`src/rtl/div_iter_param.sv`:
```
// Multi-cycle radix-2 non-restoring signed/unsigned integer divider (DIV/DIVU).
// Optional macro DIV_ZERO_FAST_EN: a zero divisor skips the iteration phase.
module div_iter_param #(
  parameter int WIDTH = 32
) (
  input  logic             clock,
  input  logic             reset_n,
  input  logic             start,
  input  logic             is_signed,
  input  logic [WIDTH-1:0] dividend,
  input  logic [WIDTH-1:0] divisor,
  input  logic             abort,
  output logic             busy,
  output logic             done,
  output logic [WIDTH-1:0] quotient,
  output logic [WIDTH-1:0] remainder,
  output logic             div_zero
);

  localparam int CNT_W = $clog2(WIDTH);
  localparam logic [CNT_W-1:0] LAST = CNT_W'(WIDTH - 1);

  typedef enum logic [1:0] {IDLE, CALC, FIX} state_e;

  state_e           state_q, state_d;
  logic [CNT_W-1:0] cnt_q, cnt_d;
  logic [WIDTH:0]   r_q, r_d;
  logic [WIDTH-1:0] q_q, q_d;
  logic [WIDTH-1:0] b_q, b_d;
  logic             sgn_a_q, sgn_a_d;
  logic             sgn_b_q, sgn_b_d;
  logic             zero_q, zero_d;
  logic [WIDTH-1:0] quotient_q, quotient_d;
  logic [WIDTH-1:0] remainder_q, remainder_d;
  logic             div_zero_q, div_zero_d;
  logic             done_q, done_d;

  logic             neg_a, neg_b, divisor_zero, fast_zero;
  logic [WIDTH:0]   r_sh, r_step;
  logic [WIDTH-1:0] q_fix, r_fix;

  assign neg_a        = is_signed & dividend[WIDTH-1];
  assign neg_b        = is_signed & divisor[WIDTH-1];
  assign divisor_zero = (divisor == '0);
`ifdef DIV_ZERO_FAST_EN
  assign fast_zero    = divisor_zero;
`else
  assign fast_zero    = 1'b0;
`endif

  // State register.
  // NOTE: sequential state is assigned with <= so every flop samples pre-edge values.
  always_ff @(posedge clock or negedge reset_n) begin
    if (!reset_n) state_q <= IDLE;
    else          state_q <= state_d;
  end

  // Next-state logic; abort only matters once an operation is in flight.
  // NOTE: default-assign every comb output first so no path leaves a latch.
  always_comb begin
    state_d = state_q;
    unique case (state_q)
      IDLE: if (start) state_d = fast_zero ? FIX : CALC;
      CALC: if (abort) state_d = IDLE;
            else if (cnt_q == LAST) state_d = FIX;
      FIX:  if (abort || cnt_q != '0) state_d = IDLE;
      default: state_d = IDLE;
    endcase
  end

  // Output logic.
  always_comb begin
    busy = (state_q != IDLE);
  end

  // One non-restoring step: shift {R,Q}, subtract B if R>=0 else add B.
  assign r_sh   = {r_q[WIDTH-1:0], q_q[WIDTH-1]};
  assign r_step = r_q[WIDTH] ? (r_sh + {1'b0, b_q}) : (r_sh - {1'b0, b_q});
  // Truncating semantics: remainder takes the dividend's sign.
  assign q_fix  = (sgn_a_q ^ sgn_b_q) ? -q_q : q_q;
  assign r_fix  = sgn_a_q ? -r_q[WIDTH-1:0] : r_q[WIDTH-1:0];

  // FIX uses the counter as a sub-phase: 0 = remainder correction, 1 = publish.
  always_comb begin
    cnt_d       = cnt_q;
    r_d         = r_q;
    q_d         = q_q;
    b_d         = b_q;
    sgn_a_d     = sgn_a_q;
    sgn_b_d     = sgn_b_q;
    zero_d      = zero_q;
    quotient_d  = quotient_q;
    remainder_d = remainder_q;
    div_zero_d  = div_zero_q;
    done_d      = 1'b0;
    unique case (state_q)
      IDLE: if (start) begin
        sgn_a_d = neg_a;
        sgn_b_d = neg_b;
        zero_d  = divisor_zero;
        q_d     = neg_a ? -dividend : dividend;
        b_d     = neg_b ? -divisor : divisor;
        r_d     = '0;
        cnt_d   = '0;
        // Fast zero path keeps the raw dividend to return as the remainder.
        if (fast_zero) q_d = dividend;
      end
      CALC: begin
        r_d   = r_step;
        q_d   = {q_q[WIDTH-2:0], ~r_step[WIDTH]};
        cnt_d = (cnt_q == LAST) ? '0 : cnt_q + CNT_W'(1);
      end
      FIX: begin
        if (cnt_q == '0) begin
          if (r_q[WIDTH]) r_d = r_q + {1'b0, b_q};
          cnt_d = CNT_W'(1);
        end else begin
          quotient_d  = q_fix;
          remainder_d = r_fix;
          div_zero_d  = zero_q;
          done_d      = 1'b1;
`ifdef DIV_ZERO_FAST_EN
          if (zero_q) begin
            quotient_d  = '1;
            remainder_d = q_q;
          end
`endif
        end
      end
      default: ;
    endcase
    if (abort && state_q != IDLE) begin
      quotient_d  = quotient_q;
      remainder_d = remainder_q;
      div_zero_d  = div_zero_q;
      done_d      = 1'b0;
    end
  end

  always_ff @(posedge clock or negedge reset_n) begin
    if (!reset_n) begin
      cnt_q       <= '0;
      r_q         <= '0;
      q_q         <= '0;
      b_q         <= '0;
      sgn_a_q     <= 1'b0;
      sgn_b_q     <= 1'b0;
      zero_q      <= 1'b0;
      quotient_q  <= '0;
      remainder_q <= '0;
      div_zero_q  <= 1'b0;
      done_q      <= 1'b0;
    end else begin
      cnt_q       <= cnt_d;
      r_q         <= r_d;
      q_q         <= q_d;
      b_q         <= b_d;
      sgn_a_q     <= sgn_a_d;
      sgn_b_q     <= sgn_b_d;
      zero_q      <= zero_d;
      quotient_q  <= quotient_d;
      remainder_q <= remainder_d;
      div_zero_q  <= div_zero_d;
      done_q      <= done_d;
    end
  end

  assign done      = done_q;
  assign quotient  = quotient_q;
  assign remainder = remainder_q;
  assign div_zero  = div_zero_q;

endmodule

```
`config.mk`:
```
export PLATFORM = sky130hd
export DESIGN_NAME = div_iter_param
export DESIGN_NICKNAME = d
export VERILOG_FILES = /design/src/rtl/div_iter_param.sv
export SDC_FILE = /design/constraint.sdc
export NUM_CORES = 1
export LEC_CHECK = 0
export ABC_CLOCK_PERIOD_IN_PS = 7800
export CAP_MARGIN = 15
export CORE_AREA = 2 2 167 169
export CTS_CLUSTER_SIZE = 24
export DETAILED_ROUTE_END_ITERATION = 12
export DIE_AREA = 0 0 169 171
export PLACE_DENSITY = 0.71
export SLEW_MARGIN = 0
export SYNTH_ARGS = -nofsm -noshare
export SYNTH_HDL_FRONTEND = slang
export SYNTH_SLANG_ARGS = --single-unit
export TNS_END_PERCENT = 30
```
`constraint.sdc`:
```
create_clock -name clock -period 7.8 [get_ports clock]
set_input_delay 1.17 -clock clock [delete_from_list [all_inputs] [get_ports clock]]
set_output_delay 1.17 -clock clock [all_outputs]
set_load 0.01 [all_outputs]
```
==> Implementation_results.wiki <==
{| class="wikitable"
! Metric !! Value
|-
| Maximum clock frequency || about 230 MHz
|-
| Synth Area in Adders || ~7.5%
|-
| Total global routing overflow || 0
|-
| Setup repair after global routing missed its margin || no
|-
| Initial standard-cell utilization of the core || about half
|-
| Count of hold-fix buffers inserted at cts || 0
|-
| Slew at the pin with the worst max-slew slack || roughly 1.0 ns
|-
| Routability-driven placement congestion ratio || 0.927
|-
| Flip-flop cell with the highest count after synthesis || sky130_fd_sc_hd__dfrtp_1
|-
| Core Rows || between 60 and 70
|-
| Data arrival time of the worst path || ~4.7 ns
|-
| Number of nets in the finished design || between 1500 and 2000
|-
| Longest Clk Path Bufs || 2
|-
| Finish-stage setup viols || 0
|-
| Area delta synth->final || 17.3%
|-
| Die Height || approximately 170 microns
|-
| Root buf cell || sky130_fd_sc_hd__clkbuf_16
|-
| Max Cap Viol || 0
|-
| Via count || ~12000
|-
| Compound-Gate Fraction of Synth Area || about a quarter
|-
| Largest stage delay on the critical path || roughly 0.53 ns
|-
| Clock share of power || between 10% and 20%
|-
| Switching component of the power || ~3.3 mW
|-
| GRT Overall Usage || ~26%
|-
| Worst path cell trace || nor3_1, and3_1, and2_1, a21oi_1, xor2_1, ha_1, a211oi_1, nand2_1, a2111o_1, o21ai_0, o211ai_1, a221o_1, a21oi_1, xor2_1, o311ai_0
|-
| Min-Delay Startpoint || remainder[17]$_DFFE_PN0P_
|-
| Buffering stage count on the worst path with inverters included || 0
|-
| WP data required || approximately 8.1 ns
|-
| Total nets after synthesis || around 1800
|-
| Cells after Synth || between 1500 and 2000
|-
| Synth warnings || 0
|-
| Clk sink count || between 150 and 200
|-
| Inserted Clock Buffers || 17
|-
| Worst setup path class || reg -> reg
|-
| Cell family contributing the most delay on the critical path || compound AO/OA/AOI/OAI gates
|-
| Number of synthesized flops with an enable pin || 0
|-
| HPWL after detailed placement || about 28000 microns
|-
| Number of design rule violations left after detail routing || 0
|-
| Count of buffers added by post-CTS timing repair for setup || 0
|-
| Filler cell count || 2515
|-
| Standby leakage power || around 6.7 nW
|-
| Die area || roughly 0.029 sq mm
|-
| Type of origin of the critical path || flop
|-
| Post-layout power || a little under 7 mW
|-
| Count of input and output buffers || approximately 140
|-
| Fraction of registers with async set/reset || between 90% and 100%
|-
| Number of pins exceeding their max-slew limit in the final report || 0
|-
| Clock tree from TritonCTS || yes
|-
| Power per cell area || 434 mW/mm^2
|-
| Pin count of the biggest net entering global routing || 88
|-
| Part of the power in registers || about a quarter
|-
| Class of the most critical hold timing path || reg -> reg
|-
| Area of the placeable core || 0.0273 sq mm
|-
| Shortest clock period the worst path allows after layout || about 4.4 ns
|-
| Setup TNS Final || 0 ns
|-
| Post-synthesis mux area share || less than 1%
|-
| Drt total wl || between 30000 and 40000 microns
|-
| Most frequent cells in the layout || 248 x sky130_fd_sc_hd__nand2_1, 223 x sky130_fd_sc_hd__o21ai_0, 173 x sky130_fd_sc_hd__dfrtp_1
|-
| Clock-pin slew on the worst setup and hold paths || 0.08 ns
|-
| Count of final hold-check violations || 0
|-
| Antenna violations before repair || 1
|-
| Wire length of the first global-routing pass || 59500 microns
|-
| Count of unique library cells instantiated by Yosys || slightly below 70
|-
| Number of synthesized register bits || 173
|-
| Post-synthesis cell area || ~0.013 sq mm
|-
| Total inserted antenna cells || 0
|-
| Worst VDD drop || approximately 0.18 mV
|-
| Combinational family with the most area after synthesis || compound AO/OA/AOI/OAI gates
|-
| Post-DR wirelength/cell || 17.1 microns
|-
| Cells after DPL || 2093
|-
| 1st-iter DRT viols || 910
|-
| Type of destination of the critical path || flop
|-
| 1st-pass router iterations || 5
|-
| Final period utilization || around 57%
|-
| Startpoint of the worst register-to-register path || b_q[4]$_DFFE_PN0P_
|-
| Fraction of final layout cells with drive strength greater than 1 || 3.99%
|-
| Number of gates resized after cts || 0
|-
| Antenna violation net count after detailed routing || 0
|-
| Run status || completed
|-
| Worst Path Max Fanout || 5
|-
| Top Ports || ~140
|-
| Sequential area share after synthesis || about 32%
|-
| Int Pwr || between 3 and 4 mW
|-
| Launching instance or port of the critical path || b_q[4]$_DFFE_PN0P_
|-
| Insertion delay of the later-clocked pin in the worst-skew pair || 0.44 ns
|-
| Smallest hold slack || 0.478 ns
|-
| Slowest stage cell, crit path || sky130_fd_sc_hd__o21ai_0
|-
| Max-slew headroom || between 20% and 30%
|-
| Core utilization of the finished layout || roughly 57%
|-
| Deepest level of the CTS H-tree || 4
|-
| Number of non-filler instances in the completed layout || approximately 2100
|-
| Average footprint of a synthesized cell || 7.99 sq um
|-
| Via density per instance || slightly below 6
|-
| Gate power share || between 60 and 70%
|-
| Worst clock skew || about 0.012 ns
|-
| Switching part of the total || between 40% and 50%
|-
| Vias in the first global route || between 10000 and 15000
|-
| Xor/xnor cell area share of the yosys netlist || between 10% and 20%
|-
| Commonest non-fill, non-tap cell in the layout || sky130_fd_sc_hd__nand2_1
|-
| X dimension of the die || between 150 and 200 microns
|-
| Simple-Gate Fraction of Synth Area || around a fifth
|}
worst paths after layout:
path | cells after the start | end | slack [ns]
max | 15 | q_q[0]$_DFFE_PN0P_ | 3.38
min | 2 | remainder[17]$_DFFE_PN0P_ | 0.48
max reg2reg | 15 | q_q[0]$_DFFE_PN0P_ | 3.38
min reg2reg | 2 | remainder[17]$_DFFE_PN0P_ | 0.48
max in group asynchronous | 2 | zero_q$_DFFE_PN0P_ | 5.89
min in group asynchronous | 1 | q_q[22]$_DFFE_PN0P_ | 0.78
cells in the mapped netlist, types with 3 or more instances:
library cell / n / area (sq um)
sky130_fd_sc_hd__dfrtp_1: 173 / 4330
sky130_fd_sc_hd__mux2i_1: 6 / 60.1
sky130_fd_sc_hd__a211oi_1: 13 / 97.6
sky130_fd_sc_hd__and2_1: 12 / 75.1
sky130_fd_sc_hd__o31ai_1: 21 / 158
sky130_fd_sc_hd__a31oi_1: 13 / 81.3
sky130_fd_sc_hd__or4_4: 3 / 33.8
sky130_fd_sc_hd__o41ai_1: 15 / 131
sky130_fd_sc_hd__o21bai_1: 11 / 82.6
sky130_fd_sc_hd__a221oi_1: 6 / 52.6
sky130_fd_sc_hd__o21a_1: 12 / 90.1
sky130_fd_sc_hd__nand3_1: 25 / 125
sky130_fd_sc_hd__and3_1: 18 / 113
sky130_fd_sc_hd__a221o_1: 4 / 40.0
sky130_fd_sc_hd__nand4_1: 9 / 56.3
sky130_fd_sc_hd__or4_1: 8 / 60.1
sky130_fd_sc_hd__o221ai_1: 3 / 26.3
sky130_fd_sc_hd__nor2b_1: 10 / 62.6
sky130_fd_sc_hd__nor3b_1: 4 / 30.0
sky130_fd_sc_hd__xor2_1: 109 / 955
sky130_fd_sc_hd__o211ai_1: 6 / 45.0
sky130_fd_sc_hd__o21ai_0: 224 / 1120
sky130_fd_sc_hd__or3_1: 19 / 119
sky130_fd_sc_hd__nor3_1: 37 / 185
sky130_fd_sc_hd__o21ai_1: 5 / 25.0
sky130_fd_sc_hd__nand2b_1: 10 / 62.6
sky130_fd_sc_hd__xnor2_1: 91 / 797
sky130_fd_sc_hd__buf_1: 7 / 26.3
sky130_fd_sc_hd__o22ai_1: 6 / 37.5
sky130_fd_sc_hd__inv_1: 44 / 165
sky130_fd_sc_hd__nor2_1: 118 / 443
sky130_fd_sc_hd__clkbuf_1: 64 / 240
sky130_fd_sc_hd__nand2_1: 249 / 935
sky130_fd_sc_hd__a21o_1: 23 / 173
sky130_fd_sc_hd__ha_1: 77 / 963
sky130_fd_sc_hd__a21oi_1: 141 / 706
sky130_fd_sc_hd__nand3b_1: 3 / 22.5
sky130_fd_sc_hd__a22oi_1: 14 / 105
sky130_fd_sc_hd__nor4_1: 14 / 87.6
sky130_fd_sc_hd__or2_2: 5 / 31.3
cell families (layout without fill, tap and decap cells):
group / after synthesis / in the layout
adder cells (fa/ha/maj): 79 / 79
AO/OA/AOI/OAI: 539 / 539
multiplexers: 8 / 8
flip-flops: 173 / 173
AND/OR/NAND/NOR: 553 / 553
XOR/XNOR: 200 / 200
buffers and inverters: 116 / 227
metrics by stage:
stage                     cell area, sq um  setup slack (ns)
after CTS                            15600              3.44
after global routing                 15600              3.04
after floorplan                      13300              4.06
after detailed placement             15000              3.51
after global placement               15000              3.58
final                                15600              3.38
metal layers:
metal / routed length [microns] / global-route usage (%) / vias to the layer above
met4: 493 / 5.72 / 2
met5: 11 / 0 / -
met3: 2330 / 3.86 / 39
li1: - / - / 6148
met1: 17400 / 36.2 / 5804
met2: 16100 / 41.6 / 413
power groups by stage:
stage          combinational, mW  clock, mW  sequential [mW]
2_1_floorplan               2.95          0             1.64
3_3_place_gp                4.08          0             1.68
3_5_place_dp                4.13          0             1.69
4_1_cts                     4.16      0.922             1.68
5_1_grt                     4.68      0.958             1.74
6_report                    4.20      0.905             1.68
layout make-up:
| cell class | instances | area [sq um] | area share [%] |
|---|---|---|---|
| clock buffer | 17 | 425 | 2.72 |
| multi-input combinational | 1379 | 8590 | 55.0 |
| clock inverter | 15 | 215 | 1.38 |
| sequential | 173 | 4330 | 27.7 |
| inverter | 45 | 169 | 1.08 |
| tap | 346 | 433 | 2.77 |
| timing repair buffer | 150 | 1470 | 9.38 |
flip-flops by register name, summed over array words and instances (netlist names), 2 cells and up:
signal and count:
r_q 33, b_q 32, q_q 32, quotient 32
remainder 32, cnt_q 5, state_q 2
worst reg2reg max path: stages (launching register included):
cell and delay, ns:
sky130_fd_sc_hd__dfrtp_1 0.43, sky130_fd_sc_hd__nor3_1 0.31, sky130_fd_sc_hd__and3_1 0.27, sky130_fd_sc_hd__and2_1 0.21, sky130_fd_sc_hd__a21oi_1 0.10, sky130_fd_sc_hd__xor2_1 0.16
sky130_fd_sc_hd__ha_1 0.35, sky130_fd_sc_hd__a211oi_1 0.26, sky130_fd_sc_hd__nand2_1 0.10, sky130_fd_sc_hd__a2111o_1 0.34, sky130_fd_sc_hd__o21ai_0 0.53, sky130_fd_sc_hd__o211ai_1 0.27
sky130_fd_sc_hd__a221o_1 0.40, sky130_fd_sc_hd__a21oi_1 0.20, sky130_fd_sc_hd__xor2_1 0.10, sky130_fd_sc_hd__o311ai_0 0.29
Note: power is estimated with default switching activity, not from simulation.
